<file path="src/rtl/mhp_pkg.sv">
// Shared MHP definitions used by the frame transmitter and receiver.
// Contents: frame length constants, receiver state encoding, error codes and
// the SCS per-byte term helper.
package mhp_pkg;

  localparam int unsigned MHP_HDR_LEN     = 7;
  localparam int unsigned MHP_MAX_PAYLOAD = 42;
  localparam int unsigned MHP_SCS_LEN     = 2;
  localparam int unsigned MHP_FRAME_LEN   = 51;

  // Receiver state encoding
  typedef logic [2:0] rx_state_t;
  localparam rx_state_t StIdle    = 3'd0;
  localparam rx_state_t StHeader  = 3'd1;
  localparam rx_state_t StPayload = 3'd2;
  localparam rx_state_t StScs     = 3'd3;
  localparam rx_state_t StDiscard = 3'd4;

  // Error codes reported on o_err_code
  localparam logic [1:0] ErrNone = 2'd0;
  localparam logic [1:0] ErrScs  = 2'd1;
  localparam logic [1:0] ErrSize = 2'd2;
  localparam logic [1:0] ErrGap  = 2'd3;

  // One SCS term: the byte zero-extended to 16 bits and shifted by its phase.
  function automatic logic [15:0] scs_term(input logic [7:0] b, input logic [1:0] sh);
    return 16'(b) << sh;
  endfunction

endpackage

</file>
<file path="src/rtl/mhp_scs_acc.sv">
// MHP shifted-sum checksum accumulator. Each accepted byte is added shifted
// left by a 2-bit phase that rotates 0,1,2,3 from the first byte of a frame.
// Ports:
//   clk_i    clock
//   rst_i    synchronous active-high reset
//   clear_i  restart the sum; with en_i set, byte_i becomes the first term
//   en_i     accumulate byte_i this cycle
//   byte_i   byte to accumulate
//   sum_o    running 16-bit sum of all bytes accepted since the last clear
module mhp_scs_acc
  import mhp_pkg::*;
(
  input  logic        clk_i,
  input  logic        rst_i,
  input  logic        clear_i,
  input  logic        en_i,
  input  logic [7:0]  byte_i,
  output logic [15:0] sum_o
);

  logic [15:0] sum_q, sum_d;
  logic [1:0]  phase_q, phase_d;

  always_comb begin
    sum_d   = sum_q;
    phase_d = phase_q;
    if (en_i) begin
      if (clear_i) begin
        sum_d   = scs_term(byte_i, 2'd0);
        phase_d = 2'd1;
      end else begin
        sum_d   = sum_q + scs_term(byte_i, phase_q);
        phase_d = phase_q + 2'd1;
      end
    end else if (clear_i) begin
      sum_d   = '0;
      phase_d = '0;
    end
  end

  always_ff @(posedge clk_i) begin
    if (rst_i) begin
      sum_q   <= '0;
      phase_q <= '0;
    end else begin
      sum_q   <= sum_d;
      phase_q <= phase_d;
    end
  end

  assign sum_o = sum_q;

endmodule

</file>
<file path="src/rtl/frame_disassembly.sv">
// MHP frame receiver: deserialises header fields and payload from a byte
// stream, optionally verifies the SCS, and presents a decoded frame with a
// one-cycle o_valid pulse. Dropped frames pulse o_err with a code.
// Optional feature macro: FRAME_DISASSEMBLY_SCS_CHECK_EN enables the SCS
// accumulator and comparison; without it the SCS bytes are skipped.
// Ports:
//   clk, rst              clock, synchronous active-high reset
//   i_rdata, i_rvalid     received byte and its valid strobe (no backpressure)
//   o_dst, o_src, o_size  decoded header fields
//   o_dir, o_type         direction bit and frame type
//   o_payload             payload, byte i at [8i+7:8i], unused bytes zero
//   o_payload_size        payload byte count
//   o_valid, o_err        one-cycle frame-good / frame-dropped pulses
//   o_err_code            last error code (0 until the first error)
module frame_disassembly
  import mhp_pkg::*;
#(
  parameter int unsigned GAP_TIMEOUT = 16
) (
  input  logic         clk,
  input  logic         rst,
  input  logic [7:0]   i_rdata,
  input  logic         i_rvalid,
  output logic [15:0]  o_dst,
  output logic [15:0]  o_src,
  output logic [15:0]  o_size,
  output logic         o_dir,
  output logic [6:0]   o_type,
  output logic [335:0] o_payload,
  output logic [5:0]   o_payload_size,
  output logic         o_valid,
  output logic         o_err,
  output logic [1:0]   o_err_code
);

  localparam logic [7:0]  GapLast = 8'(GAP_TIMEOUT - 1);
  localparam logic [15:0] MaxSize = 16'(MHP_MAX_PAYLOAD);

  rx_state_t      state_q, state_d;
  logic [5:0]     cnt_q, cnt_d;
  logic [7:0]     gap_q, gap_d;
  // Working registers for the frame being received
  logic [15:0]    dst_q, dst_d, src_q, src_d, size_q, size_d;
  logic [7:0]     dt_q, dt_d;
  logic [335:0]   pay_q, pay_d;
  // Output registers
  logic [15:0]    out_dst_q, out_dst_d, out_src_q, out_src_d, out_size_q, out_size_d;
  logic [7:0]     out_dt_q, out_dt_d;
  logic [335:0]   out_pay_q, out_pay_d;
  logic           valid_q, valid_d, err_q, err_d;
  logic [1:0]     err_code_q, err_code_d;
  logic           scs_ok;

`ifdef FRAME_DISASSEMBLY_SCS_CHECK_EN
  logic        acc_clr, acc_en;
  logic [15:0] acc_sum;
  logic [7:0]  scs_lo_q;

  // Header and payload bytes feed the sum; the first byte of a frame restarts it.
  always_comb begin
    acc_clr = i_rvalid && (state_q == StIdle);
    acc_en  = i_rvalid && ((state_q == StIdle) || (state_q == StHeader) ||
                           (state_q == StPayload));
  end

  mhp_scs_acc u_scs_acc (
    .clk_i   (clk),
    .rst_i   (rst),
    .clear_i (acc_clr),
    .en_i    (acc_en),
    .byte_i  (i_rdata),
    .sum_o   (acc_sum)
  );

  always_ff @(posedge clk) begin
    if (rst) begin
      scs_lo_q <= '0;
    end else if (i_rvalid && (state_q == StScs) && (cnt_q == '0)) begin
      scs_lo_q <= i_rdata;
    end
  end

  // Only meaningful while the high SCS byte is on i_rdata
  assign scs_ok = ({i_rdata, scs_lo_q} == acc_sum);
`else
  assign scs_ok = 1'b1;
`endif

  always_comb begin
    state_d    = state_q;
    cnt_d      = cnt_q;
    gap_d      = gap_q;
    dst_d      = dst_q;
    src_d      = src_q;
    size_d     = size_q;
    dt_d       = dt_q;
    pay_d      = pay_q;
    out_dst_d  = out_dst_q;
    out_src_d  = out_src_q;
    out_size_d = out_size_q;
    out_dt_d   = out_dt_q;
    out_pay_d  = out_pay_q;
    valid_d    = 1'b0;
    err_d      = 1'b0;
    err_code_d = err_code_q;

    if (i_rvalid) begin
      gap_d = '0;
      case (state_q)
        StIdle: begin
          dst_d[7:0] = i_rdata;
          pay_d      = '0;
          cnt_d      = 6'd1;
          state_d    = StHeader;
        end
        StHeader: begin
          cnt_d = cnt_q + 6'd1;
          case (cnt_q)
            6'd1: dst_d[15:8]  = i_rdata;
            6'd2: src_d[7:0]   = i_rdata;
            6'd3: src_d[15:8]  = i_rdata;
            6'd4: size_d[15:8] = i_rdata;
            6'd5: size_d[7:0]  = i_rdata;
            default: begin
              // Last header byte; size is complete in size_q
              dt_d  = i_rdata;
              cnt_d = '0;
              if (size_q > MaxSize) begin
                err_d      = 1'b1;
                err_code_d = ErrSize;
                state_d    = StDiscard;
              end else if (size_q == '0) begin
                state_d = StScs;
              end else begin
                state_d = StPayload;
              end
            end
          endcase
        end
        StPayload: begin
          pay_d[{cnt_q, 3'b000} +: 8] = i_rdata;
          cnt_d = cnt_q + 6'd1;
          if (cnt_q == size_q[5:0] - 6'd1) begin
            cnt_d   = '0;
            state_d = StScs;
          end
        end
        StScs: begin
          if (cnt_q == '0) begin
            cnt_d = 6'd1;
          end else begin
            cnt_d   = '0;
            state_d = StIdle;
            if (scs_ok) begin
              valid_d    = 1'b1;
              out_dst_d  = dst_q;
              out_src_d  = src_q;
              out_size_d = size_q;
              out_dt_d   = dt_q;
              out_pay_d  = pay_q;
            end else begin
              err_d      = 1'b1;
              err_code_d = ErrScs;
            end
          end
        end
        StDiscard: ;
        default: state_d = StIdle;
      endcase
    end else if (state_q != StIdle) begin
      if (gap_q == GapLast) begin
        state_d = StIdle;
        gap_d   = '0;
        cnt_d   = '0;
        // Discard already reported its error when it was entered
        if (state_q != StDiscard) begin
          err_d      = 1'b1;
          err_code_d = ErrGap;
        end
      end else begin
        gap_d = gap_q + 8'd1;
      end
    end
  end

  always_ff @(posedge clk) begin
    if (rst) begin
      state_q    <= StIdle;
      cnt_q      <= '0;
      gap_q      <= '0;
      dst_q      <= '0;
      src_q      <= '0;
      size_q     <= '0;
      dt_q       <= '0;
      pay_q      <= '0;
      out_dst_q  <= '0;
      out_src_q  <= '0;
      out_size_q <= '0;
      out_dt_q   <= '0;
      out_pay_q  <= '0;
      valid_q    <= 1'b0;
      err_q      <= 1'b0;
      err_code_q <= ErrNone;
    end else begin
      state_q    <= state_d;
      cnt_q      <= cnt_d;
      gap_q      <= gap_d;
      dst_q      <= dst_d;
      src_q      <= src_d;
      size_q     <= size_d;
      dt_q       <= dt_d;
      pay_q      <= pay_d;
      out_dst_q  <= out_dst_d;
      out_src_q  <= out_src_d;
      out_size_q <= out_size_d;
      out_dt_q   <= out_dt_d;
      out_pay_q  <= out_pay_d;
      valid_q    <= valid_d;
      err_q      <= err_d;
      err_code_q <= err_code_d;
    end
  end

  assign o_dst          = out_dst_q;
  assign o_src          = out_src_q;
  assign o_size         = out_size_q;
  assign o_dir          = out_dt_q[7];
  assign o_type         = out_dt_q[6:0];
  assign o_payload      = out_pay_q;
  assign o_payload_size = out_size_q[5:0];
  assign o_valid        = valid_q;
  assign o_err          = err_q;
  assign o_err_code     = err_code_q;

endmodule

</file>
<file path="config.mk">
export PLATFORM = sky130hd
export DESIGN_NAME = frame_disassembly
export DESIGN_NICKNAME = d
export VERILOG_FILES = /design/src/rtl/mhp_pkg.sv /design/src/rtl/mhp_scs_acc.sv /design/src/rtl/frame_disassembly.sv
export SDC_FILE = /design/constraint.sdc
export NUM_CORES = 2
export LEC_CHECK = 0
export CORE_ASPECT_RATIO = 1.5
export CORE_MARGIN = 4
export CORE_UTILIZATION = 51
export CTS_BUF_LIST = sky130_fd_sc_hd__clkbuf_2 sky130_fd_sc_hd__clkbuf_4 sky130_fd_sc_hd__clkbuf_8
export DETAILED_ROUTE_END_ITERATION = 8
export GPL_TIMING_DRIVEN = 0
export PLACE_DENSITY = 0.78
export SYNTH_ARGS = -nofsm -noshare
export SYNTH_HDL_FRONTEND = slang
export SYNTH_SLANG_ARGS = --single-unit
</file>
<file path="constraint.sdc">
create_clock -name clk -period 2.94 [get_ports clk]
set_input_delay 0.294 -clock clk [delete_from_list [all_inputs] [get_ports clk]]
set_output_delay 0.294 -clock clk [all_outputs]
set_load 0.01 [all_outputs]
</file>
==> results.toml <==
[sta]
fmax_ghz = 0.345
period_share = 0.987
tightest_slew_ps = 1130
final.min_clock_period_ps = 2900
fin_ws_ps = 37.3
slew_violations = 0
slew_headroom = 0.246
hold_viol_final = 0
clock_skew_ps = 25.7
setup_violations = 0
rsz0062_at_grt = "yes"

[setup_path]
worstPathArrival_ps = 3520
slowest_stage = "nor2_2"
required_ps = 3550
cp_top_family = "simple AND/OR/NAND/NOR gates"
worstSetupEndpointType = "flop"
cp_slowest_stage_delay_ps = 550
criticalPathCategory = "flop to flop"
path_max_fanout = 10
start_kind = "flop"
critPathBufInv = 2
worstPathCellList = "nand2b_1 > or2_2 > clkbuf_1 > buf_2 > nor2_2 > nand2_1 > o2bb2ai_1"

[floorplanning]
die_w_um = 202
fp.coreArea_um2 = 55800
num_io_pins = 413
dieHeight_um = 299
start_util = 0.516
num_rows = 106
die_area_um2 = 60500

[final_layout]
fin_nets = 3736
drive_gt1_frac = 0.122
area_delta_synth_final_pct = 28.9
layout_commonest_cell = "nand2_1"
multi_input_area_um2 = 12000
fillers = 4607
seqCellArea_um2 = 16100
mostFrequentLayoutCells = "901 x nand2_1, 803 x dfxtp_1, 423 x a21oi_1"

[routing]
detail_route.wl_per_cell_um = 22.0
dr_total_vias = 26204
drtIter0Drc = 1983
drtAntennaViolNets = 0
drc = 0
vias_per_cell = 5.74
wl_mm = 101
first_pass_iters = 5

[place]
io_buffers = 412
globalplace.congestion = 0.986
pre_cts_ws_ps = -1660
place_hpwl_mm = 73.1

[synth]
ys_ff_latch = 805
synthArstFlopShare = 0
yosys.area_share.xor_xnor = 0.00629
synth_top_family_by_area = "compound AO/OA/AOI/OAI gates"
yosys_warnings = 0
synthMuxAreaShare = 0.0153
synth_compound_area_frac = 0.200
postSynthCellCount = 3175
synth.avg_cell_area_um2 = 9.08
synth-seq-area-share = 0.559
yosys.area_share.simple = 0.179
ys.flop_type = "dfxtp_1"
synth_fa_ha_area_frac = 0.00304
synth_area_um2 = 28800
ys_types = 84
synth_nets = 3193
synth-edff-count = 0

[min_path]
hp-class = "flop to flop"

[pwr]
p_leak_uw = 0.0128
power_uw = 21600
power.density_nw_per_um2 = 582
vdd_drop_max_v = 0.000365

[global_routing]
grt_pass1_wl_mm = 150
grt_overflow = 0
grt_pass1_vias = 25581
grt_antenna_before_repair = 3
grt_max_degree = 15
track_usage = 0.319

[clock_tree]
cts-root-buf = "clkbuf_8"
h-tree-depth = 3
cts_made_buffers = 109
path_clk_slew_ps = 60
ctsHoldBuffers = 0
cts.path.max_buffers = 3
cts_tree = "yes"
cts.sinks = 805
clkLatencyLatePin_ps = 720

[run]
max_cap_viol_count = 0

[status]
outcome = "finished, final reports clean"
[registers in the layout, summed over array words and instances, names as in the netlist, 16 cells and up]
name	count
dst_q	16
o_dst	16
o_payload	336
o_size	16
o_src	16
pay_q	336
size_q	16
src_q	16
[cell families (layout without fill, tap and decap cells)]
group           after synthesis  in the layout
xor+xnor                     19             19
buf+inv                     250            882
other cells                   0              2
fa+ha+maj                     7              7
flops                       805            805
compound gates              844            844
mux                          44             44
simple gates               1206           1206
[Yosys cell counts (7+ instances only)]
cell type	number	area share
dfxtp_1	805	0.56
o2bb2ai_1	181	0.055
buf_4	13	0.0034
a31o_2	14	0.0043
and4_1	9	0.0027
buf_1	25	0.0033
nor2b_1	10	0.0022
xnor2_1	9	0.0027
and2_1	7	0.0015
nand3_1	59	0.010
a22o_1	33	0.010
a21oi_1	429	0.074
and3_1	19	0.0041
nor3_1	19	0.0033
ha_1	7	0.0030
nor3b_1	8	0.0021
nor2_1	82	0.011
o21ai_0	35	0.0061
inv_1	14	0.0018
nand2b_1	7	0.0015
nor3_2	8	0.0028
xor2_1	8	0.0024
o211ai_1	8	0.0021
clkbuf_1	130	0.017
nand4_1	13	0.0028
a22oi_1	10	0.0026
a32o_1	67	0.023
mux2i_1	43	0.015
buf_2	65	0.011
nand2_1	925	0.12
o21ai_2	8	0.0024
a21o_1	11	0.0029
or3_1	8	0.0017
o21ai_1	8	0.0014
[worst min-delay path: cells and delay by family (launching register included)]
family           cells  cell delay, ps
AND/OR/NAND/NOR      1              50
AO/OA/AOI/OAI        1              50
flip-flops           1             310
[layout make-up]
class                      count  area share
sequential                   805       0.434
multi-input combinational   2120       0.323
timing repair buffer         437       0.118
clock buffer                 175      0.0584
buffer                       231      0.0339
tap                          756      0.0255
clock inverter                25     0.00646
inverter                      14     0.00148
antenna                        2    0.000135
[through the flow]
stage / setup TNS [ps] / utilization / cell area, µm² / hold WS (ps) / cells
final: 0 / 0.666 / 37200 / 436 / 4565
after global routing: -147 / 0.665 / 37200 / 469 / 4564
after CTS: -5100 / 0.663 / 37000 / 437 / 4560
after detailed placement: -669440 / 0.607 / 33900 / 441 / 4343
after global placement: -659320 / 0.607 / 33900 / 435 / 4343
after floorplan: 0 / - / 28800 / 426 / 3175
[metal layers]
layer / global-route usage / part of all wire / vias to the layer above
li1: - / - / 12096
met1: 0.362 / 0.37 / 12470
met2: 0.541 / 0.48 / 1290
met3: 0.0751 / 0.086 / 346
met4: 0.196 / 0.067 / 2
met5: 0 / 0.000080 / -
[path summary, 6_finish.rpt]
path,start,end,slack [ps],depth (start not counted)
setup / recovery,state_q[2],pay_q[194],40,7
setup reg to reg,state_q[2],pay_q[194],40,7
hold reg to reg,pay_q[240],o_payload[240],440,2
hold / removal,pay_q[240],o_payload[240],440,2
[power by group]
group | internal [µW] | leakage [µW] | switching, µW
Clock | 5030 | 0.00129 | 4170
Sequential | 10900 | 0.00648 | 26.9
Combinational | 351 | 0.00504 | 1120
Total | 16300 | 0.0128 | 5320
[what timing repair did]
action	4_1_cts	5_1_grt
cloned	1	0
buffers inserted	19	6
pin swaps	32	12
endpoints found under the setup margin	744	606
resized for setup	160	47
Note: power is estimated with default switching activity, not from simulation.
